**config.mk**
```make
export PLATFORM = sky130hd
export DESIGN_NAME = pid_mac
export DESIGN_NICKNAME = d
export VERILOG_FILES = /design/src/rtl/pid_mac.sv
export SDC_FILE = /design/constraint.sdc
export NUM_CORES = 1
export LEC_CHECK = 0
export ABC_AREA = 1
export CAP_MARGIN = 10
export CORE_MARGIN = 4
export CORE_UTILIZATION = 40
export DETAILED_ROUTE_END_ITERATION = 16
export DONT_BUFFER_PORTS = 1
export PLACE_DENSITY_LB_ADDON = 0.25
export SLEW_MARGIN = 20
export SYNTH_ARGS = -nofsm -noshare
export SYNTH_HDL_FRONTEND = slang
export SYNTH_SLANG_ARGS = --single-unit
```
**constraint.sdc**
```tcl
create_clock -name clk -period 7 [get_ports clk]
set_clock_uncertainty 0.05 [all_clocks]
set_input_delay 0.35 -clock clk [delete_from_list [all_inputs] [get_ports clk]]
set_output_delay 0.35 -clock clk [all_outputs]
set_load 0.01 [all_outputs]
```
**src/rtl/pid_mac.sv**
```systemverilog
// Time-shared MAC for y = (u_prev<<8) + k0*e0 + k1*e1 + k2*e2, one multiplier over three cycles.
// Latency 4 clocks start-to-done; start is ignored while busy, clr wins over start.
module pid_mac #(
  parameter int DATA_W = 16,
  parameter int ACC_W  = 40
) (
  input  logic                     clk,
  input  logic                     rst_n,
  input  logic                     start,
  input  logic                     clr,
  input  logic [DATA_W-1:0]        e_in,
  input  logic [DATA_W-1:0]        k0,
  input  logic [DATA_W-1:0]        k1,
  input  logic [DATA_W-1:0]        k2,
  input  logic [ACC_W-33:0]        u_prev,
  output logic [ACC_W-1:0]         y,
  output logic                     done,
  output logic                     busy
);

  localparam int UW = ACC_W - 32;
  localparam int PW = 2 * DATA_W;

  typedef enum logic [2:0] {IDLE, MAC0, MAC1, MAC2, DONE} state_t;

  state_t                  state;
  logic [DATA_W-1:0]       e0, e1, e2;
  logic [DATA_W-1:0]       k0r, k1r, k2r;
  logic [DATA_W-1:0]       sel_k, sel_e;
  logic signed [PW-1:0]    mul_a, mul_b, prod;
  logic [ACC_W-1:0]        acc, prod_ext, u_ext;

  // Operand select for the single shared multiplier.
  always_comb begin
    sel_k = k0r;
    sel_e = e0;
    case (state)
      MAC1: begin sel_k = k1r; sel_e = e1; end
      MAC2: begin sel_k = k2r; sel_e = e2; end
      default: ;
    endcase
    mul_a = {{DATA_W{sel_k[DATA_W-1]}}, sel_k};
    mul_b = {{DATA_W{sel_e[DATA_W-1]}}, sel_e};
  end

  assign prod     = mul_a * mul_b;
  assign prod_ext = {{(ACC_W-PW){prod[PW-1]}}, prod};
  assign u_ext    = {{(ACC_W-UW-8){u_prev[UW-1]}}, u_prev, 8'b0};

  always_ff @(posedge clk or negedge rst_n) begin
    if (!rst_n) begin
      state <= IDLE;
      e0    <= '0;
      e1    <= '0;
      e2    <= '0;
      k0r   <= '0;
      k1r   <= '0;
      k2r   <= '0;
      acc   <= '0;
      y     <= '0;
      done  <= 1'b0;
      busy  <= 1'b0;
    end else if (clr) begin
      state <= IDLE;
      e0    <= '0;
      e1    <= '0;
      e2    <= '0;
      acc   <= '0;
      y     <= '0;
      done  <= 1'b0;
      busy  <= 1'b0;
    end else begin
      case (state)
        IDLE: begin
          done <= 1'b0;
          if (start) begin
            e2    <= e1;
            e1    <= e0;
            e0    <= e_in;
            k0r   <= k0;
            k1r   <= k1;
            k2r   <= k2;
            acc   <= u_ext;
            busy  <= 1'b1;
            state <= MAC0;
          end
        end
        MAC0: begin
          acc   <= acc + prod_ext;
          state <= MAC1;
        end
        MAC1: begin
          acc   <= acc + prod_ext;
          state <= MAC2;
        end
        MAC2: begin
          acc   <= acc + prod_ext;
          state <= DONE;
        end
        DONE: begin
          y     <= acc;
          done  <= 1'b1;
          busy  <= 1'b0;
          state <= IDLE;
        end
        default: state <= IDLE;
      endcase
    end
  end

endmodule

```
==> results by stage, run 1 <==
Finish:
- The area growth from synthesis to layout is 37.5%.
- Summing all multi-input logic gate instances after layout gives 15700 sq um.
- The sequential cells in the finished layout cover a total of 4530 sq um.
- The share of final-layout standard cells stronger than drive strength 1 is 0.329.
- The count of inserted antenna diode cells is 0.
- The filler cells instantiated in the layout total approximately 4.5k.
- The number of nets in the layout is about 3.5k.
- For this run, the number of standard cells in the final layout without fillers is between 3k and 4k.

Yosys:
- Of the total synthesized cell area, the portion taken by full adders, half adders and majority gates is 0.332.
- The most frequent cell after synthesis is sky130_fd_sc_hd__inv_1.
- The flop and latch count out of synthesis is about 180.
- Counting every instance in the synthesized netlist gives around 2.5k.
- The share of the synthesized area in compound gates (AO/OA/AOI/OAI) came to 0.105.
- The post-synthesis async set-or-reset flop share is 1.00.
- The net count after synthesis is approximately 3.0k.
- Yosys attributes the largest share of cell area to sky130_fd_sc_hd__fa_1, sky130_fd_sc_hd__dfrtp_1, sky130_fd_sc_hd__inv_1, sky130_fd_sc_hd__nand2_1, sky130_fd_sc_hd__ha_1.
- The basic-gate share of the synthesized area counting and, or, nand and nor cells is 0.180.
- Yosys printed 0 warnings.
- For this run, the register share of the synthesized area comes to 0.221.
- The average instance area after synthesis is roughly 8.1 sq um.
- The mux contribution to synthesized area is 0.0176.
- By count the netlist is led by sky130_fd_sc_hd__inv_1, sky130_fd_sc_hd__nand2_1, sky130_fd_sc_hd__nor2_1, sky130_fd_sc_hd__fa_1, sky130_fd_sc_hd__dfrtp_1.
- The share of the synthesized area in the top cell type is 0.257.
- The total standard cell area after synthesis is 20500 sq um.
- The most area-hungry cell type in the Yosys netlist is sky130_fd_sc_hd__fa_1.
- The number of flops mapped to enable cells by yosys is 0.
- The synthesized netlist contains 55 unique library cells.
- The parity-gate share of the synthesized area counting xor and xnor cells is 0.0192.
- The most common flop cell mapped by yosys is sky130_fd_sc_hd__dfrtp_1.
- By area, the combinational part of the netlist is dominated by adder cells.

Setup path:
- The count of cells along the worst register-to-register path is 40.
- The kind of end point of the critical path is a flop.
- The critical path's most frequent cell is sky130_fd_sc_hd__fa_1.
- The worst register-to-register path ends at acc[28].
- The type of the worst setup path is flop to flop.
- The origin of the worst setup path is state[1].
- The largest single stage delay on the critical path is ~610 ps.
- The critical path endpoint is acc[28].
- The setup check on the worst reg-to-reg path leaves a slack of -990 ps.
- The cell with the largest stage delay on the worst path is sky130_fd_sc_hd__fa_2.
- Data arrives at the worst endpoint at 8350 ps.
- Along the worst path, the maximum fanout reaches 5.
- STA classifies the critical path startpoint as a flop.
- At the worst endpoint, the required time is between 7000 and 8000 ps.
- The startpoint of the most critical register-to-register path is state[1].

Drt:
- After detailed routing, the number of remaining DRC violations is 0.
- The number of DRC markers after the initial detailed-route iteration is between 900 and 1k.
- The total routed wirelength is between 60000 and 70000 um.
- The routed wire length per instance is roughly 18 um.
- The routed via count divided by cell count is ~5.0.
- The total via count in the routed design is between 15k and 20k.
- The number of nets with antenna violations after detailed routing is 0.
- The length of the first detailed-routing pass in iterations is 7.

Die:
- The floorplan step defined a die boundary enclosing approximately 55000 sq um.
- The initial utilization of the core area, before any placement, comes to 0.407.
- The die span in y is roughly 230 um.
- between 100 and 150 I/O pins were placed.
- The core region is approximately 50000 sq um.
- The width of the die is between 200 and 250 um.
- Row generation in the floorplan step produced between 80 and 90 rows.

Global route:
- Entering global routing, the biggest net connects around 180 pins.
- The number of antenna violations at the first check in global routing is 0.
- The first global-routing pass estimated 106000 um of wire.
- For this run, the total global-route usage over all layers was measured as 0.247.
- The via count of the first global-routing pass was between 15k and 20k.
- The overflow left after global routing is 0.

STA:
- In the finished design, the share of the clock period the worst path needs comes to 1.14.
- The maximum operating frequency is around 0.13 GHz.
- The worst slack on hold paths is 9.54 ps.
- The slew at the pin with the worst max-slew slack is just over 1000 ps.
- The number of hold-slack violations in the final timing report is 0.
- The routed design could run at a clock period as short as approximately 8000 ps.
- Setup violations remaining at the end of the flow were counted as 31.
- Headroom to the max-slew limit came out at 0.318.
- Setup repair after global routing could not meet its margin everywhere.
- The count of final max-slew check failures was 0.
- Across all setup checks in the final design, the least slack found is -992 ps.

Clock network:
- The number of sinks on the clock net is 181.
- The CTS H-tree depth is 4.
- The CTS clock-pin slew for the worst setup and hold paths is 70 ps.
- The clock passes through at most 2 buffers.
- TritonCTS built the clock tree.
- The number of CTS-inserted buffers is 17.
- The clock latency reported for the late side of the worst-skew pair is about 480 ps.
- The root buffer selected by CTS is sky130_fd_sc_hd__clkbuf_16.

Place:
- The post-detailed-placement half-perimeter wirelength is 51900 um.
- The setup slack at placement is -1410 ps.
- After detailed placement, the design holds a cell count of roughly 3.5k.
- The count of buffers added on input and output ports is 0.
- Routability-driven placement finished with a final weighted congestion of 0.951.

Flow run:
- The max capacitance violation total is 0.

Status:
- The run finished, with violations left.
- The checks that failed: setup timing.

Min path:
- The worst hold path belongs to the class input pin to flop.
- Counting instances, the worst hold path has a depth of 2.
[final cells by class]
type	instances	area share
inverter	562	0.0773
clock buffer	19	0.0154
multi-input combinational	1719	0.556
clock inverter	12	0.00426
tap	672	0.0298
timing repair inverter	1	0.000222
timing repair buffer	508	0.157
sequential	181	0.161
[kinds of logic after synthesis]
family                   Yosys count
AO/OA/AOI/OAI                    363
buffers and inverters            638
AND/OR/NAND/NOR                  893
multiplexers                      32
flip-flops                       181
adder cells (fa/ha/maj)          386
XOR/XNOR                          45
[layer usage]
metal	wire (um)	vias to the layer above	GRT usage
li1	-	8736	-
met1	27500	9049	0.306
met2	33400	436	0.439
met3	2590	135	0.0317
met4	2890	0	0.0956
met5	0	-	0
[through the flow]
step                TNS, ps  utilization  area (sq um)
floorplan             -1600            -         20900
global route         -31610        0.559         28200
global placement     -30390        0.481         24200
CTS                  -16930        0.546         27500
finish               -21880        0.559         28200
detailed placement   -31320        0.481         24200
[placed cells by master (no fill, tap or decap), types with 36 or more instances in the layout]
master                          count
sky130_fd_sc_hd__nor2_4            38
sky130_fd_sc_hd__buf_6             36
sky130_fd_sc_hd__a21oi_1           49
sky130_fd_sc_hd__fa_1             241
sky130_fd_sc_hd__nand2_2           53
sky130_fd_sc_hd__nor2_2            57
sky130_fd_sc_hd__buf_4            391
sky130_fd_sc_hd__dfrtp_1          179
sky130_fd_sc_hd__nor2_1           198
sky130_fd_sc_hd__ha_1              77
sky130_fd_sc_hd__ha_4              43
sky130_fd_sc_hd__inv_1            493
sky130_fd_sc_hd__dlygate4sd3_1     57
sky130_fd_sc_hd__o22ai_1           43
sky130_fd_sc_hd__inv_2             51
sky130_fd_sc_hd__nand2_1          355
sky130_fd_sc_hd__a21oi_2           41
sky130_fd_sc_hd__nand3_1          127
sky130_fd_sc_hd__o21ai_0           76
[critical path, delay by kind of cell (launching register included)]
kind | cells | cell delay, ps
adders and majority gates | 8 | 3710
and+or+nand+nor | 15 | 1560
buffers and inverters | 12 | 1390
AOI/OAI and AO/OA | 4 | 630
DFF | 1 | 410
xor gates and xnor gates | 1 | 170
[state kept, by name (all words and copies together), names as in the netlist, 16 cells and up]
name and cells:
acc 40, y 40, e0 16, e1 16, e2 16, k0r 16, k1r 16, k2r 16
[how the worst min path moves through the flow]
stage,to,from
2_1_floorplan,acc[0],rst_n
3_3_place_gp,k2r[1],rst_n
3_5_place_dp,k2r[0],rst_n
4_1_cts,k2r[12],k2[12]
5_1_grt,k2r[7],k2[7]
6_report,k2r[7],k2[7]
[timing repair]
action / 4_1_cts / 5_1_grt
hold endpoints to repair: 238 / 0
endpoints found under the setup margin: 31 / 31
resized for setup: 409 / 116
pin swaps: 119 / 67
setup buffers: 58 / 26
cloned: 2 / 2
hold buffers: 58 / 0
Power of run 1 is left out: the tool's default activity adds up to more than one toggle a clock period on the data nets, which glitch-free logic cannot reach.
==> run 2: changes to the inputs <==
- CTS_CLUSTER_SIZE: unset -> 12
- RECOVER_POWER: unset -> 100
==> run 2 against run 1 <==
Against the previous run:
- the flow finishes with violations (capacitance limit, slew limit, setup timing)
- routed wire length down 0.23%
- global-route usage stayed put
- cell count did not move
- hold slack got worse by 0.82 ps
- sequential share of layout area is essentially flat
- count of clock-buffer cells in the layout stayed put
- setup slack improved by 2.7 ps
- utilization down 0.13 points
- first-iteration DRC count shrank 9.5%
- via count hardly changed
==> results by stage, run 2 (synthesized netlist as in run 1, its figures left out) <==
Setup path:
- The data arrival time at the worst-slack endpoint is 8350 ps.
- In this design, the stage delay of the slowest critical-path cell is 610 ps.
- Along the worst path, the maximum fanout reaches 9.
- The endpoint required time on the critical path is 7360 ps.
- For this design, the slowest cell found on the critical path is sky130_fd_sc_hd__fa_2.
- The setup slack on the worst flop-to-flop path is -990 ps.
- The kind of end point of the critical path is a flop.
- The number of cells on the worst reg-to-reg path is 41.
- The critical path's most frequent cell is sky130_fd_sc_hd__fa_1.
- The startpoint class of the critical path is a flop.
- The startpoint of the most critical register-to-register path is state[1].
- In this run the worst setup path begins at state[1].
- The critical path is of the flop to flop type.

Finish:
- The area growth from synthesis to layout is 37.2%.
- Measured on the finished design, the core utilization comes to 0.558.
- The count of inserted antenna diode cells is 0.
- The number of nets in the layout is 3452.
- Leaving out fill and tap cells, the most frequent cells in the layout are sky130_fd_sc_hd__inv_1, sky130_fd_sc_hd__buf_4, sky130_fd_sc_hd__nand2_1, sky130_fd_sc_hd__fa_1, sky130_fd_sc_hd__nor2_1.
- The library cell used most frequently in the layout, excluding fill and tap cells, is sky130_fd_sc_hd__inv_1.
- The largest registers in the layout are acc (40), y (40).
- In the final layout, the share of cells above drive strength 1 is 0.326.

Die:
- The die covers 54900 sq um.
- The core footprint is around 50000 sq um.
- For this design the top-level I/O count stands at about 120.
- The starting density of the core is 0.407.
- The row count is between 80 and 90.
- The die is roughly 230 um wide.
- The die span in y is approximately 230 um.

STA:
- Setup repair after global routing could not meet its margin everywhere.
- Derived from the worst setup path, the maximum achievable clock frequency is 0.125 GHz.
- The count of final max-slew check failures is approximately 370.
- The slew at the pin with the worst max-slew slack is roughly 4600 ps.
- The relative slew slack is -2.10.
- The final critical path time including I/O delays and setup is 7990 ps.
- Setup violations remaining at the end of the flow were counted as 31.
- Dividing the final minimum period by the clock period gives 1.14.
- The final worst slack is -989 ps.
- The number of hold-slack violations in the final timing report is 0.

Clock network:
- The CTS H-tree depth is 4.
- The CTS clock-pin slew for the worst setup and hold paths is 70 ps.
- The maximum clock path buffer count is 2.
- TritonCTS built the clock tree.
- The number of CTS-inserted buffers is 17.
- Clock latency on the worst-skew pair, taken at its later pin, is roughly 470 ps.
- The clock drives 181 sinks.
- The root buffer selected by CTS is sky130_fd_sc_hd__clkbuf_16.

Place:
- At the placement stage, the worst setup path has a slack of -1410 ps.
- The number of port buffers is 0.
- Routability-driven placement finished with a final weighted congestion of 0.951.
- The post-detailed-placement half-perimeter wirelength is between 50000 and 60000 um.

Min path:
- In this run the worst hold path is classified as input pin to flop.
- The cell count of the worst hold path is 2.
- The source of the worst hold timing path is k2[7].

Drt:
- The total via count in the routed design is roughly 18k.
- For this run, design rule violations remaining after detail routing come to 0.
- The number of nets with antenna violations after detailed routing is 0.
- For this block, wires on met1 add up to about 27000 um.
- The number of DRC markers after the initial detailed-route iteration is 843.
- The routed length on met3 is ~2600 um.
- The wire length on met2 is between 30000 and 40000 um.
- For this run, the detailed router's first-pass iteration total came to 7.
- The total routed wirelength is 66200 um.
- The routed via count divided by cell count is 4.99.
- The routed wire length per instance is 18.0 um.
- After detailed routing, no signal wire sits above met4.

Global route:
- The pin count of the biggest net entering global routing is ~180.
- The number of antenna violations at the first check in global routing is 0.
- The overflow left after global routing is 0.
- For this run, the total global-route usage over all layers was measured as 0.247.
- The first global-routing pass estimated roughly 110000 um of wire.
- The via count of the first global-routing pass is approximately 20k.

Flow run:
- The max capacitance violation total is 4.

Status:
- The flow ran to the end, but the final reports show violations.
- The checks that failed: capacitance limit, slew limit, setup timing.
-- run 2: metal layers --
metal  up-vias  global-route usage
met4         0              0.0956
met5         -                   0
met2       440               0.439
met1      9034               0.306
li1       8734                   -
met3       136              0.0317
-- run 2: final cells by class --
type | instances | area [sq um]
repair buffers | 508 | 4380
multi-input cells | 1719 | 15600
fillers | 4480 | 22300
clock buffers | 19 | 433
well taps | 672 | 841
flip-flops and latches | 181 | 4530
repair inverters | 1 | 6.26
clock inverters | 12 | 120
inverters | 562 | 2180
-- run 2: timing repair --
action                                  in CTS  in global routing
endpoints found under the setup margin      31                 31
hold buffers                                58                  0
buffers inserted                            58                 26
pin swaps                                  119                 67
cloned                                       2                  2
endpoints found under the hold margin      238                  0
resized for setup                          409                116
-- run 2: through the flow --
stage	instances	hold WS (ps)	TNS, ps	area [sq um]
floorplan	2538	4.41	-1600	20900
global placement	3500	9.99	-30390	24200
detailed placement	3500	9.99	-31320	24200
CTS	3646	0.750	-16930	27500
global route	3674	-0.582	-31610	28100
finish	3674	8.72	-21580	28100
-- run 2: final timing paths --
kind / endpoint
setup / recovery: acc[28]
hold / removal: k2r[7]
setup reg to reg: acc[28]
hold reg to reg: k0r[14]
max in group asynchronous: state[0]
min in group asynchronous: e2[11]
-- run 2: worst max-delay path: cells and delay by family, from the launching register on --
family / cells / cell delay (ps)
xor+xnor: 1 / 170
compound gates: 4 / 600
flops: 1 / 400
simple gates: 15 / 1610
buf+inv: 13 / 1340
fa+ha+maj: 8 / 3720
Power of run 2 is left out for the same reason.
